`src/rtl/mux4_frame_sequencer_pkg.sv`:
```
// ============================================================================
//  Module      : mux4_seq_pkg
//  Description : Shared constants, FSM state encoding and parity helper for
//                the 4:1 mux frame sequencer.
//  Optional    : MUX4_SEQ_PARITY_EN (parity helper only used when defined)
//  Revision    : 1.0  initial release
// ============================================================================
`default_nettype none

package mux4_seq_pkg;

   localparam int WIDTH    = 4;   // data word width, matches the 4:1 mux
   localparam int ADDR_W   = 2;   // select width, clog2(WIDTH)
   localparam int LAST_IDX = 3;   // select value of the final data beat

   typedef enum logic [1:0] {
      IDLE  = 2'd0,
      SHIFT = 2'd1,
      PAR   = 2'd2
   } state_t;

   // Parity bit appended to a frame: even sense when odd_i=0, odd sense when 1.
   function automatic logic frame_parity(input logic [WIDTH-1:0] word_i,
                                         input logic             odd_i);
      return (^word_i) ^ odd_i;
   endfunction

endpackage

`default_nettype wire

```
`src/rtl/mux4_frame_sequencer_if.sv`:
```
// ============================================================================
//  Module      : mux4_frame_sequencer_if
//  Description : Word-in / mux-out bundle of the frame sequencer.
//                master : word producer + mux consumer side (drives in_*)
//                slave  : sequencer side (drives in_ready and mux/ser outputs)
//  Ports       : in_data, in_valid, in_ready  - word handshake
//                mux_d, mux_a                 - 4:1 mux data and select
//                ser_valid, ser_last          - serial bit qualifiers
//  Revision    : 1.0  initial release
// ============================================================================
`default_nettype none

interface mux4_frame_sequencer_if;
   import mux4_seq_pkg::*;

   logic [WIDTH-1:0]  in_data;
   logic              in_valid;
   logic              in_ready;
   logic [WIDTH-1:0]  mux_d;
   logic [ADDR_W-1:0] mux_a;
   logic              ser_valid;
   logic              ser_last;

   modport master (
      output in_data,
      output in_valid,
      input  in_ready,
      input  mux_d,
      input  mux_a,
      input  ser_valid,
      input  ser_last
   );

   modport slave (
      input  in_data,
      input  in_valid,
      output in_ready,
      output mux_d,
      output mux_a,
      output ser_valid,
      output ser_last
   );

endinterface

`default_nettype wire

```
`src/rtl/mux4_frame_sequencer_bitcnt.sv`:
```
// ============================================================================
//  Module      : mux4_seq_bitcnt
//  Description : Mux select counter. Clear has priority over enable; tc_o
//                flags the last data beat (count == LAST_IDX).
//  Ports       : clk, rst        - clock, synchronous active-high reset
//                clr_i           - force count to zero
//                en_i            - advance count by one
//                cnt_o           - current select value
//                tc_o            - terminal count
//  Revision    : 1.0  initial release
// ============================================================================
`default_nettype none

module mux4_seq_bitcnt
   import mux4_seq_pkg::*;
(
   input  wire logic              clk,
   input  wire logic              rst,
   input  wire logic              clr_i,
   input  wire logic              en_i,
   output      logic [ADDR_W-1:0] cnt_o,
   output      logic              tc_o
);

   logic [ADDR_W-1:0] cnt_q;

   always_ff @(posedge clk) begin
      if (rst || clr_i) begin
         cnt_q <= '0;
      end else if (en_i) begin
         cnt_q <= cnt_q + 1'b1;
      end
   end

   assign cnt_o = cnt_q;
   assign tc_o  = (cnt_q == ADDR_W'(LAST_IDX));

endmodule

`default_nettype wire

```
`src/rtl/mux4_frame_sequencer.sv`:
```
// ============================================================================
//  Module      : mux4_frame_sequencer
//  Description : Upstream sequencer for a 4:1 data mux. Holds each accepted
//                word on mux_d and steps mux_a 0..3 so the mux output is a
//                serial bitstream, LSB first, qualified by ser_valid/ser_last.
//  Parameters  : WIDTH (4 only), ADDR_W (2 only), PAR_ODD (parity sense)
//  Ports       : clk, rst  - clock, synchronous active-high reset
//                bus       - mux4_frame_sequencer_if.slave
//  Optional    : MUX4_SEQ_PARITY_EN adds a 5th parity beat per frame
//  Revision    : 1.0  initial release
// ============================================================================
`default_nettype none

module mux4_frame_sequencer #(
   parameter int WIDTH   = mux4_seq_pkg::WIDTH,
   parameter int ADDR_W  = mux4_seq_pkg::ADDR_W,
   parameter int PAR_ODD = 0
) (
   input  wire logic                     clk,
   input  wire logic                     rst,
   mux4_frame_sequencer_if.slave         bus
);
   import mux4_seq_pkg::*;

   // Elaboration-time guards on the fixed geometry and parity sense.
   if (WIDTH != 4 || ADDR_W != 2) begin : g_bad_geometry
      $error("mux4_frame_sequencer supports only WIDTH=4, ADDR_W=2");
   end
   if (PAR_ODD != 0 && PAR_ODD != 1) begin : g_bad_par_odd
      $error("mux4_frame_sequencer PAR_ODD must be 0 or 1");
   end

   state_t             state_q;
   logic [WIDTH-1:0]   mux_d_q;
   logic               ser_valid_q;
   logic               ser_last_q;

   logic               w_in_ready;
   logic               w_accept;
   logic               w_cnt_clr;
   logic               w_cnt_en;
   logic [ADDR_W-1:0]  w_cnt;
   logic               w_tc;

   // Ready depends on registers only, so a new word can land exactly on
   // the last beat of the current frame with no bubble.
   assign w_in_ready = (state_q == IDLE) || ser_last_q;
   assign w_accept   = bus.in_valid && w_in_ready;

   // Select restarts at 0 outside SHIFT and at every frame boundary, so it
   // never wraps inside a frame.
   assign w_cnt_clr  = (state_q != SHIFT) || w_tc;
   assign w_cnt_en   = (state_q == SHIFT) && !w_tc;

   mux4_seq_bitcnt u_bitcnt (
      .clk   (clk),
      .rst   (rst),
      .clr_i (w_cnt_clr),
      .en_i  (w_cnt_en),
      .cnt_o (w_cnt),
      .tc_o  (w_tc)
   );

   always_ff @(posedge clk) begin
      if (rst) begin
         state_q     <= IDLE;
         mux_d_q     <= '0;
         ser_valid_q <= 1'b0;
         ser_last_q  <= 1'b0;
      end else begin
         case (state_q)
            IDLE: begin
               if (w_accept) begin
                  state_q     <= SHIFT;
                  mux_d_q     <= bus.in_data;
                  ser_valid_q <= 1'b1;
                  ser_last_q  <= 1'b0;
               end
            end

            SHIFT: begin
`ifdef MUX4_SEQ_PARITY_EN
               if (w_tc) begin
                  // Replicating p on every mux input makes the output p
                  // regardless of select.
                  state_q    <= PAR;
                  mux_d_q    <= {WIDTH{frame_parity(mux_d_q, 1'(PAR_ODD))}};
                  ser_last_q <= 1'b1;
               end else begin
                  ser_last_q <= 1'b0;
               end
`else
               if (w_tc) begin
                  if (w_accept) begin
                     mux_d_q     <= bus.in_data;
                     ser_valid_q <= 1'b1;
                     ser_last_q  <= 1'b0;
                  end else begin
                     state_q     <= IDLE;
                     mux_d_q     <= '0;
                     ser_valid_q <= 1'b0;
                     ser_last_q  <= 1'b0;
                  end
               end else begin
                  // Flag the beat on which the select reaches LAST_IDX.
                  ser_last_q <= (w_cnt == ADDR_W'(LAST_IDX - 1));
               end
`endif
            end

`ifdef MUX4_SEQ_PARITY_EN
            PAR: begin
               if (w_accept) begin
                  state_q     <= SHIFT;
                  mux_d_q     <= bus.in_data;
                  ser_valid_q <= 1'b1;
                  ser_last_q  <= 1'b0;
               end else begin
                  state_q     <= IDLE;
                  mux_d_q     <= '0;
                  ser_valid_q <= 1'b0;
                  ser_last_q  <= 1'b0;
               end
            end
`endif

            default: begin
               state_q     <= IDLE;
               mux_d_q     <= '0;
               ser_valid_q <= 1'b0;
               ser_last_q  <= 1'b0;
            end
         endcase
      end
   end

   assign bus.in_ready  = w_in_ready;
   assign bus.mux_d     = mux_d_q;
   assign bus.mux_a     = w_cnt;
   assign bus.ser_valid = ser_valid_q;
   assign bus.ser_last  = ser_last_q;

endmodule

`default_nettype wire

```
`src/flat_wrapper.sv`:
```
// flat-port wrapper written by rule: the top's interface ports become plain ports
module mux4_frame_sequencer_flat import mux4_seq_pkg::*;
#(
   parameter int WIDTH   = mux4_seq_pkg::WIDTH,
   parameter int ADDR_W  = mux4_seq_pkg::ADDR_W,
   parameter int PAR_ODD = 0
)
  (clk, rst, bus_in_data, bus_in_valid, bus_in_ready, bus_mux_d, bus_mux_a, bus_ser_valid, bus_ser_last);
  mux4_frame_sequencer_if bus_i ();
  input  wire logic clk;
  input  wire logic rst;
  input wire logic [$bits(bus_i.in_data)-1:0] bus_in_data;
  input wire logic [$bits(bus_i.in_valid)-1:0] bus_in_valid;
  output wire logic [$bits(bus_i.in_ready)-1:0] bus_in_ready;
  output wire logic [$bits(bus_i.mux_d)-1:0] bus_mux_d;
  output wire logic [$bits(bus_i.mux_a)-1:0] bus_mux_a;
  output wire logic [$bits(bus_i.ser_valid)-1:0] bus_ser_valid;
  output wire logic [$bits(bus_i.ser_last)-1:0] bus_ser_last;
  assign bus_i.in_data = bus_in_data;
  assign bus_i.in_valid = bus_in_valid;
  assign bus_in_ready = bus_i.in_ready;
  assign bus_mux_d = bus_i.mux_d;
  assign bus_mux_a = bus_i.mux_a;
  assign bus_ser_valid = bus_i.ser_valid;
  assign bus_ser_last = bus_i.ser_last;
  mux4_frame_sequencer #(.WIDTH(WIDTH), .ADDR_W(ADDR_W), .PAR_ODD(PAR_ODD)) u_core (.clk(clk), .rst(rst), .bus(bus_i));
endmodule
```
`config.mk`:
```
export PLATFORM = sky130hd
export DESIGN_NAME = mux4_frame_sequencer_flat
export DESIGN_NICKNAME = d
export VERILOG_FILES = /design/src/rtl/mux4_frame_sequencer_pkg.sv /design/src/rtl/mux4_frame_sequencer_if.sv /design/src/rtl/mux4_frame_sequencer_bitcnt.sv /design/src/rtl/mux4_frame_sequencer.sv /design/src/flat_wrapper.sv
export SDC_FILE = /design/constraint.sdc
export NUM_CORES = 1
export LEC_CHECK = 0
export CAP_MARGIN = 40
export CORE_AREA = 2 2 39 41
export DETAILED_ROUTE_END_ITERATION = 8
export DIE_AREA = 0 0 41 43
export GPL_ROUTABILITY_DRIVEN = 0
export GPL_TIMING_DRIVEN = 0
export PLACE_DENSITY = 0.51
export SYNTH_ARGS = -nofsm -noshare
export SYNTH_HDL_FRONTEND = slang
export SYNTH_SLANG_ARGS = --single-unit
```
`constraint.sdc`:
```
create_clock -name clk -period 3.1 [get_ports clk]
set_input_delay 0.93 -clock clk [delete_from_list [all_inputs] [get_ports clk]]
set_output_delay 0.93 -clock clk [all_outputs]
set_load 0.005 [all_outputs]
```
Word-level counts from Yosys, hierarchy flattened --
Cells that the tools add are included. W data, S select, Z words.
Word-level totals: bits in read-only memories 0, register bits after elaboration 10, logic and storage cells 37, bits of input ports 7, memory bits (writable) 0, bits in latches 0, output and inout port bits 9, memories 0
Operators by class: equality and inequality tests 7, magnitude comparators 0, multiply operators 0, multiplexer cells 15, add/subtract/negate cells 1, shifts and indexed selects 0, reductions and logical operators 9, bitwise operators 0, div/mod/pow operators 0
Operators with widths (count):
- $mux W4 | 3
- $pmux W4 S2 | 1
- $mux W2 | 3
- $ne A2 B1 Y1 const B | 3
- $mux W1 | 5
- $eq A2 B2 Y1 const B | 2
- $pmux W1 S2 | 2
- $pmux W2 S2 | 1
- $logic_or A1 B1 Y1 | 3
- $reduce_and A3 Y1 | 1
- $add A2 B1 Y2 const B | 1
- $eq A2 B1 Y1 const B | 1
- $logic_and A1 B1 Y1 | 2
- $logic_not A2 Y1 | 1
- $ne A2 B2 Y1 const B | 1
- $reduce_and A2 Y1 | 1
- $logic_not A1 Y1 | 1

Depth between registers and ports, before layout --
word-level depth 6, mapped depth 4, gate-level depth less buffers 4

Hierarchy --
A second synthesis with hierarchy kept.
Unflattened totals: cell total of the unflattened synthesis 32, area total of the unflattened synthesis 361.6 sq um
By module, submodules not included:
- mux4_frame_sequencer | seq. area each 140.1 sq um, cells an instance 25, area an instance 270.3 sq um, times used 1
- mux4_seq_bitcnt | seq. area each 40.0 sq um, cells an instance 7, area an instance 91.3 sq um, times used 1

Worst setup path before layout --
Ideal clock, no wire load.
kind register to output, start reg u_core.state_q[0], end out bus_in_ready, data arrival time 0.638 ns, setup slack 1.532 ns, cell stages (with the launch flop) 2, data required time 2.170 ns, cell sequence dfxtp_1 > or2b_1
On the way: cells in the longest elaborated chain, start to end 2
Ends and longest elaborated chain:
- from (decl) | RTL line mux4_frame_sequencer.sv:33 | state_t state_q;
- from (signal assigned) | RTL line mux4_frame_sequencer.sv:66 | state_q <= IDLE;
- from (signal assigned) | RTL line mux4_frame_sequencer.sv:74 | state_q <= SHIFT;
- from (signal assigned) | RTL line mux4_frame_sequencer.sv:99 | state_q <= IDLE;
- $logic_not A2 Y1 | RTL line mux4_frame_sequencer.sv:47 | assign w_in_ready = (state_q == IDLE) || ser_last_q;
- $logic_or A1 B1 Y1 | RTL line mux4_frame_sequencer.sv:47
- to (decl) | RTL line flat_wrapper.sv:14 | output wire logic [$bits(bus_i.in_ready)-1:0] bus_in_ready;
No other way between the ends.

Worst setup path after layout --
Ends and elaborated chain as after synthesis.

==> results by group <==
Routing
  – Routed WL: 699 um
  – Vias: 293
  – Starting DRT DRC Count: 2
  – DR WL/cell: 10.6 um
  – Vias/cell: 4.44
  – Post-DRT Antenna Nets: 0
  – First-pass DRT Iterations: 2
  – Remaining DRCs: 0

Clock network
  – CTS resizes: 0
  – # clock sinks: 9
  – CTS Buf Count: 3
  – CTS root buf: clkbuf_4
  – H-tree lvl count: 1
  – CTS tree: built
  – Postcts setup bufs: 0
  – Worst skew pair latency: 0.25 ns
  – Clock transition at the registers of the reported paths: 0.06 ns
  – Maximum root-to-sink buffer count: 2
  – # hold bufs at CTS: 0

Floorplanning
  – Row count: 14
  – Die height: 43 um
  – Die X: 41 um
  – Core Region: 1380 um2
  – Ports: 16
  – Die area: 1760 um2
  – Initial Util: 25.0%

Yosys
  – Mapped Avg Cell Area: 11.1 um2
  – Synth cell types: 15
  – Main synth FF type: dfxtp_1
  – Top cells by area, synth: dfxtp_1 (52%), a22o_1 (10%), ha_1 (7.2%)
  – Top cells by count, synth: dfxtp_1 (9), a22o_1 (4)
  – Number of enable flip-flop cells after synthesis: 0
  – Register area share after synthesis: 52.2%
  – Yosys top cell area share: 52.2%
  – Seq cells post-synth: 9
  – Ys Warns: 0
  – Most common cell in the netlist: dfxtp_1
  – Syn Std Cell Area: 345 um2
  – Largest area contributor in the netlist: dfxtp_1
  – Ys async rst share: 0%
  – Syn Inst Count: 31
  – Syn nets: 40

Worst setup path
  – CP max-delay cell: clkdlybuf4s50_1
  – Crit end category: primary output
  – Critical path fanouts, max: 6
  – Critical Path AT: 1.38 ns
  – Setup CP Type: register to primary output
  – Worst EP required: 2.17 ns
  – Startpoint Class: register
  – Reg2reg path depth: 4
  – Critical R2R Launch: u_core.u_bitcnt.cnt_o[0]
  – Critical path cell sequence: or2b_1, clkdlybuf4s50_1
  – Crit path from: u_core.state_q[0]
  – Slowest Stage Delay on Critical Path: 0.45 ns

Placed design
  – I/O Buffers: 15
  – Post-DP HPWL: 571 um
  – Pre-CTS setup slack: 0.933 ns

Worst hold path
  – Hold depth: 1
  – Worst hold start: u_core.bus.ser_valid
  – Worst hold path class: register to register

Timing
  – Fmax achieved: 434 MHz
  – Period utilization: 74.4%
  – Max Slew Vio Count: 0
  – Clk_skew: 0.000880 ns
  – Min Tclk post-route: 2.31 ns
  – Setup tns final: 0 ns
  – Final setup slack of the worst path: 0.793 ns
  – Worst slew pin tran: 0.260 ns
  – Fin. Hold Viols: 0
  – Final setup violation count: 0
  – Max_slew headroom: 82.6%
  – RSZ-0062 raised after global routing: no

Global routing
  – First-pass GRT wire length: 1160 um
  – GRT overflow: 0
  – GRT Util Overall: 10.1%
  – Largest net degree at the start of global routing: 7
  – Vias in the first global route: 288
  – Initial antenna violation count: 0

Pwr
  – VDD IR-drop max: 243 uV
  – Pleak: 0.211 nW
  – Pwr Density: 468 nW/um2

Job
  – MaxCap Viol Count: 0

Final layout
  – Layout cells sized above 1: 14.0%
  – Final #Nets: 60
  – Antenna Cells: 0
  – Area growth syn-to-layout: 56.9%

Status
  – Status: complete, no violations
==> where the power goes <==
part / internal, mW / switching [mW]
Sequential: 0.122 / 0.00504
Combinational: 0.0258 / 0.0138
Clock: 0.0493 / 0.0370
==> cell usage in the layout (no fill, tap or decap) <==
cell and instances:
clkdlybuf4s50_1 15, dfxtp_1 9, a22o_1 4, clkbuf_4 3, nand2_1 2, nand2b_1 2
nor3_1 2, a21oi_1 2, ha_1 2, inv_1 1, a21oi_2 1, or2_4 1
a21oi_4 1, a21o_2 1, nor3b_1 1, nor2_1 1, or2b_1 1, clkbuf_1 1
==> worst max-delay path: cells and delay by family (launching register included) <==
family,cells,cell delay [ns]
and+or+nand+nor,1,0.26
DFF,1,0.42
buffers and inverters,1,0.45
==> through the flow <==
step | std cells | util (%) | hold WS [ns] | cell area [um2] | total power [mW]
final | 66 | 39.2 | 0.471 | 542 | 0.253
after global routing | 66 | 39.2 | 0.494 | 542 | 0.270
after global placement | 62 | 37.3 | 0.441 | 515 | 0.169
after CTS | 66 | 39.2 | 0.479 | 542 | 0.259
after detailed placement | 62 | 37.3 | 0.460 | 515 | 0.170
after floorplan | 31 | - | 0.460 | 345 | 0.145
==> layer usage <==
layer / vias up / global-route usage, % / part of all wire (%)
li1: 147 / - / -
met1: 133 / 11.8 / 41
met5: - / 0 / 0
met4: 0 / 8.00 / 0
met3: 0 / 3.66 / 8.6
met2: 13 / 14.1 / 51
==> registers in the layout, indices dropped and copies added, names as in the netlist <==
signal / cells
u_core.bus.mux_d: 4
u_core.bus.ser_valid: 1
u_core.state_q: 1
u_core.bus.ser_last: 1
u_core.u_bitcnt.cnt_o: 2
==> final timing paths <==
check	slack, ns	to
worst max-delay path	0.79	bus_in_ready
worst min-delay path	0.47	u_core.bus.ser_valid
worst max register to register	1.91	u_core.bus.mux_d[3]
worst min register to register	0.47	u_core.bus.ser_valid
==> layout make-up <==
cell class	count	area, um2
Fill cell	143	842
Inverter	1	3.75
Sequential cell	9	180
Multi-Input combinational cell	21	161
Timing Repair Buffer	15	150
Tap cell	16	20.0
Clock buffer	4	26.3
==> cell families (layout without fill, tap and decap cells) <==
group           count (synthesis)  after routing  share of synthesized area [%]
fa+ha+maj                       2              2                           7.25
flops                           9              9                           52.2
simple gates                   10             10                           16.7
compound gates                  9              9                           22.8
buf+inv                         1             20                           1.09
Note: power is estimated with default switching activity, not from simulation.
